$ cat src/rtl/joy_db9md_multi.sv
// Megadrive/SMS DB9 reader for NPORTS pads behind a splitter, with SMS/3-button/6-button detection per port.
// Outputs commit atomically once per frame with a frame_done pulse; no backpressure, the pin scan is free-running.
module joy_db9md_multi #(
  parameter int NPORTS    = 2,
  parameter int TICK_DIV  = 256,
  parameter int GAP_SLOTS = 16,
  localparam int PW = (NPORTS > 1) ? $clog2(NPORTS) : 1
) (
  input  logic                  clk,
  input  logic                  reset,
  input  logic [5:0]            joy_in,
  output logic                  joy_mdsel,
  output logic [PW-1:0]         joy_port,
  output logic [12*NPORTS-1:0]  joystick,
  output logic [NPORTS-1:0]     pad_md,
  output logic [NPORTS-1:0]     pad_6btn,
  output logic                  frame_done
);

  localparam int CW = (TICK_DIV > 1) ? $clog2(TICK_DIV) : 1;
  localparam int GW = (GAP_SLOTS > 1) ? $clog2(GAP_SLOTS) : 1;

  localparam logic [CW-1:0] CNT_LAST  = CW'(TICK_DIV - 1);
  localparam logic [CW-1:0] CNT_PRE   = CW'(TICK_DIV - 2);
  localparam logic [PW-1:0] PORT_LAST = PW'(NPORTS - 1);
  localparam logic [GW-1:0] GAP_LAST  = GW'(GAP_SLOTS - 1);

  localparam logic [3:0] P0   = 4'd0;
  localparam logic [3:0] P1   = 4'd1;
  localparam logic [3:0] P3   = 4'd3;
  localparam logic [3:0] P4   = 4'd4;
  localparam logic [3:0] PGAP = 4'd8;

  logic [5:0]             joy_m;
  logic [5:0]             joy_s;
  logic [CW-1:0]          count;
  logic [3:0]             phase;
  logic [PW-1:0]          port;
  logic [GW-1:0]          gap;
  logic [12*NPORTS-1:0]   shadow;
  logic [NPORTS-1:0]      md_s;
  logic [NPORTS-1:0]      six_s;

  logic                   tick;
  logic                   last_slot;
  logic [3:0]             phase_nx;
  logic [PW-1:0]          port_nx;
  logic [GW-1:0]          gap_nx;

  assign joy_port = port;

  always_comb begin
    tick      = (count == CNT_LAST);
    last_slot = (phase == PGAP) && (gap == GAP_LAST);
    phase_nx  = phase;
    port_nx   = port;
    gap_nx    = gap;
    if (phase == PGAP) begin
      if (gap == GAP_LAST) begin
        phase_nx = P0;
        gap_nx   = '0;
      end else begin
        gap_nx = gap + GW'(1);
      end
    end else if (port == PORT_LAST) begin
      port_nx  = '0;
      phase_nx = phase + 4'd1;
    end else begin
      port_nx = port + PW'(1);
    end
  end

  always_ff @(posedge clk) begin
    if (reset) begin
      joy_m <= 6'h3F;
      joy_s <= 6'h3F;
    end else begin
      joy_m <= joy_in;
      joy_s <= joy_m;
    end
  end

  always_ff @(posedge clk) begin
    if (reset) begin
      count      <= '0;
      phase      <= P0;
      port       <= '0;
      gap        <= '0;
      joy_mdsel  <= 1'b1;
      shadow     <= '0;
      md_s       <= '0;
      six_s      <= '0;
      joystick   <= '0;
      pad_md     <= '0;
      pad_6btn   <= '0;
      frame_done <= 1'b0;
    end else begin
      count      <= tick ? '0 : count + CW'(1);
      // Raised one cycle early so the pulse coincides with the commit edge.
      frame_done <= last_slot && (count == CNT_PRE);
      if (tick) begin
        phase     <= phase_nx;
        port      <= port_nx;
        gap       <= gap_nx;
        // Odd phases drive select low; the gap (phase 8) keeps it high.
        joy_mdsel <= ~phase_nx[0];
        case (phase)
          P0: begin
            shadow[12*port +: 6] <= ~joy_s;
            md_s[port]           <= 1'b0;
            six_s[port]          <= 1'b0;
          end
          P1: begin
            if (joy_s[1:0] == 2'b00) begin
              md_s[port]               <= 1'b1;
              shadow[12*port+6 +: 2]   <= ~joy_s[5:4];
            end else begin
              shadow[12*port+6 +: 2]   <= 2'b00;
            end
          end
          P3: begin
            if (md_s[port] && (joy_s[3:0] == 4'b0000))
              six_s[port] <= 1'b1;
          end
          P4: begin
            shadow[12*port+8 +: 4] <= six_s[port] ? ~joy_s[3:0] : 4'b0000;
          end
          PGAP: begin
            if (gap == GAP_LAST) begin
              joystick <= shadow;
              pad_md   <= md_s;
              pad_6btn <= six_s;
            end
          end
          default: ;
        endcase
      end
    end
  end

endmodule

$ cat config.mk
export PLATFORM = sky130hd
export DESIGN_NAME = joy_db9md_multi
export DESIGN_NICKNAME = d
export VERILOG_FILES = /design/src/rtl/joy_db9md_multi.sv
export SDC_FILE = /design/constraint.sdc
export NUM_CORES = 1
export LEC_CHECK = 0
export CAP_MARGIN = 15
export CORE_MARGIN = 2
export CORE_UTILIZATION = 60
export CTS_BUF_LIST = sky130_fd_sc_hd__clkbuf_8 sky130_fd_sc_hd__clkbuf_16
export DETAILED_ROUTE_END_ITERATION = 12
export DONT_BUFFER_PORTS = 1
export PLACE_DENSITY = 0.76
export SLEW_MARGIN = 20
export SYNTH_ARGS = -nofsm -noshare
export SYNTH_HDL_FRONTEND = slang
export SYNTH_SLANG_ARGS = --single-unit
export TNS_END_PERCENT = 10
$ cat constraint.sdc
create_clock -name clk -period 2.57 [get_ports clk]
set_input_delay 0.3855 -clock clk [delete_from_list [all_inputs] [get_ports clk]]
set_output_delay 0.3855 -clock clk [all_outputs]
set_load 0.01 [all_outputs]
==> run summary <==
share of cells above drive strength 1 - 0.136
die width - 80.0 um
post-route ant nets - 0
# H-tree levels - 3
leakage - 1.24 nW
DIE AREA - 6400 um^2
max-cap check violation count - 0
clock skew - 14.4 ps
Yosys cell types - 43
Power per Cell Area - 670 nW/um^2
worst skew pair latency - 350 ps
Num CTS Buffers - 9
Hold Path Depth - 1
RSZ-0062 raised after global routing - false
Post-Syn Area - 3460 um^2
Setup Viol. Count Final - 0
Crit path required time - 2840 ps
Startpoint Class - flip-flop
maximum root-to-sink buffer count - 2
vias - 2492
#FFs+latches synth - 87
warnings from Yosys - 0
GRT Overall Usage - 0.225
fin nets - 377
Reg-to-Reg Start - phase[0]
core area - 5540 um^2
synthesized instance count - 368
first-pass GRT wire length - 11000 um
initial antenna violation count - 0
DP HPWL - 4410 um
CP Class - reg2reg
Routed WL - 6600 um
Post-Syn Nets - 382
Fin. Hold Viols - 0
chip height - 80.0 um
gr ovfl total - 0
Initial Util - 0.625
# port buffers - 0
postcts setup bufs - 0
Register-to-Register Path Depth - 6
Layout area overhead - 6.00%
min cycle time layout - 2120 ps
Resized cells post-CTS - 0
CTS clk-pin slew, worst paths - 90 ps
Iter 0 DRT Violations - 211
period utilization - 0.825
clk sinks - 87
largest delay contributor family on the critical path - simple AND/OR/NAND/NOR gates
CP max-delay cell - or4b_4
num rows - 27
Final Max Tran Viols - 0
TNS Setup - 0 ps
WL/cell - 15.0 um
Seq/Total Area, Yosys - 0.503
Hold Path Sink - count[4]
total chip power - 2.46 mW
GP Congestion - 0.853
worst path bufs/invs - 1
crit-path cells - inv_1 -> ha_1 -> or4b_4 -> nor4_4 -> nor2_1 -> a211oi_1
Root Buffer - clkbuf_8
vias in the first global route - 2213
Hold Crit Class - in2reg
Peak VDD IR - 0.427 mV
Top FF cell, synth - dfxtp_1
crit path max fanout - 13
Antenna Cells - 0
Worst Hold Launch - reset
router iterations before antenna repair - 4
largest net degree at the start of global routing - 91
top cell type's share of synthesized area - 0.503
worst-margin pin slew - 628 ps
syn avg cell area - 9.41 um^2
Post-synth ARST share - 0
drt drc - 0
max frequency - 472 MHz
max incr delay on CP - 530 ps
hold_buf cts - 0
synth top area cells - dfxtp_1 (50%), nand2_1 (6.5%), a21oi_1 (4.6%)
largest area contributor in the netlist - dfxtp_1
Slew Limit Headroom - 0.578
Filler Cell Count - 447
Worst Path Arrival - 2390 ps
Via density - 5.68
Worst setup EP type - flip-flop
Post-synth EDFFs - 0
status - completed
register-to-register setup slack - 450 ps
I/O Pins - 39
TritonCTS clock tree - yes
[report_power, final]
group          switching [mW]  internal [mW]  leakage [nW]
registers              0.0114           1.36         0.704
clock network           0.486          0.583         0.115
logic                 0.00656         0.0122         0.419
total                   0.504           1.95          1.24
[synthesized netlist by cell type (4+ instances only)]
cell type	instances
or4_1	4
dfxtp_1	87
clkbuf_1	8
nor3_1	12
nor2b_1	12
buf_2	4
nand2_1	60
o21ai_0	5
a21oi_1	32
or2_2	13
nand3_1	9
and3_1	4
o31ai_1	4
nand2b_1	5
inv_1	4
a211oi_1	13
nor2_1	28
nand4_1	4
mux2i_1	8
ha_1	6
mux2_2	8
xnor2_1	6
[layer usage]
| metal | vias to the layer above | track usage | share of wire |
|---|---|---|---|
| met1 | 1155 | 0.318 | 0.47 |
| met4 | 0 | 0.117 | 0.020 |
| met2 | 76 | 0.321 | 0.45 |
| met5 | - | 0 | 0 |
| li1 | 1250 | - | - |
| met3 | 11 | 0.0486 | 0.064 |
[metrics by stage]
step	std cells	instance area [um^2]	utilization	setup WS (ps)	hold WS, ps
3_3_place_gp	424	3440	0.622	578	393
6_report	439	3670	0.663	450	105
2_1_floorplan	368	3460	-	714	389
3_5_place_dp	424	3440	0.622	470	392
5_1_grt	439	3670	0.663	243	78.1
4_1_cts	439	3670	0.663	461	79.3
[cells by family (layout without fill, tap and decap cells)]
| family | after synthesis | after routing | share of synthesized area |
|---|---|---|---|
| fa+ha+maj | 6 | 6 | 0.0217 |
| flops | 87 | 87 | 0.503 |
| simple gates | 170 | 170 | 0.264 |
| buf+inv | 24 | 23 | 0.0444 |
| mux | 16 | 16 | 0.0491 |
| compound gates | 56 | 56 | 0.0954 |
| xor+xnor | 9 | 9 | 0.0228 |
[worst max path at each step]
stage	slack, ps	start	end	cells after the start
global placement	580	phase[0]	flip-flop	6
CTS	460	phase[0]	flip-flop	6
global route	240	phase[0]	flip-flop	6
finish	450	phase[0]	flip-flop	6
floorplan	710	phase[0]	phase[3]	7
detailed placement	470	phase[0]	flip-flop	6
[final cells by class]
| cell class | count | area, um^2 | share of cell area |
|---|---|---|---|
| multi-input combinational | 257 | 1570 | 0.427 |
| clock buffer | 10 | 138 | 0.0375 |
| timing repair buffer | 4 | 30.0 | 0.00818 |
| inverter | 4 | 15.0 | 0.00409 |
| sequential | 87 | 1740 | 0.474 |
| tap | 72 | 90.1 | 0.0245 |
| clock inverter | 5 | 88.8 | 0.0242 |
[layout by cell type (no fill, tap or decap), drive strengths merged, types with 3 or more instances in the layout]
| master | Yosys | final |
|---|---|---|
| and3 | 4 | 4 |
| ha | 6 | 6 |
| nor4 | 5 | 5 |
| nor2b | 12 | 12 |
| mux2 | 8 | 8 |
| nor3 | 12 | 12 |
| inv | 4 | 7 |
| nand2 | 60 | 60 |
| dfxtp | 87 | 87 |
| a21oi | 32 | 32 |
| nor2 | 29 | 29 |
| nand2b | 5 | 5 |
| o31ai | 4 | 4 |
| nand4 | 5 | 5 |
| mux2i | 8 | 8 |
| or4 | 4 | 4 |
| a211oi | 13 | 13 |
| o21ai | 5 | 5 |
| nand3 | 10 | 10 |
| or3 | 3 | 3 |
| clkbuf | 10 | 10 |
| xor2 | 3 | 3 |
| buf | 9 | 4 |
| xnor2 | 6 | 6 |
| or2 | 13 | 13 |
Power figures use the tool's default switching activity.
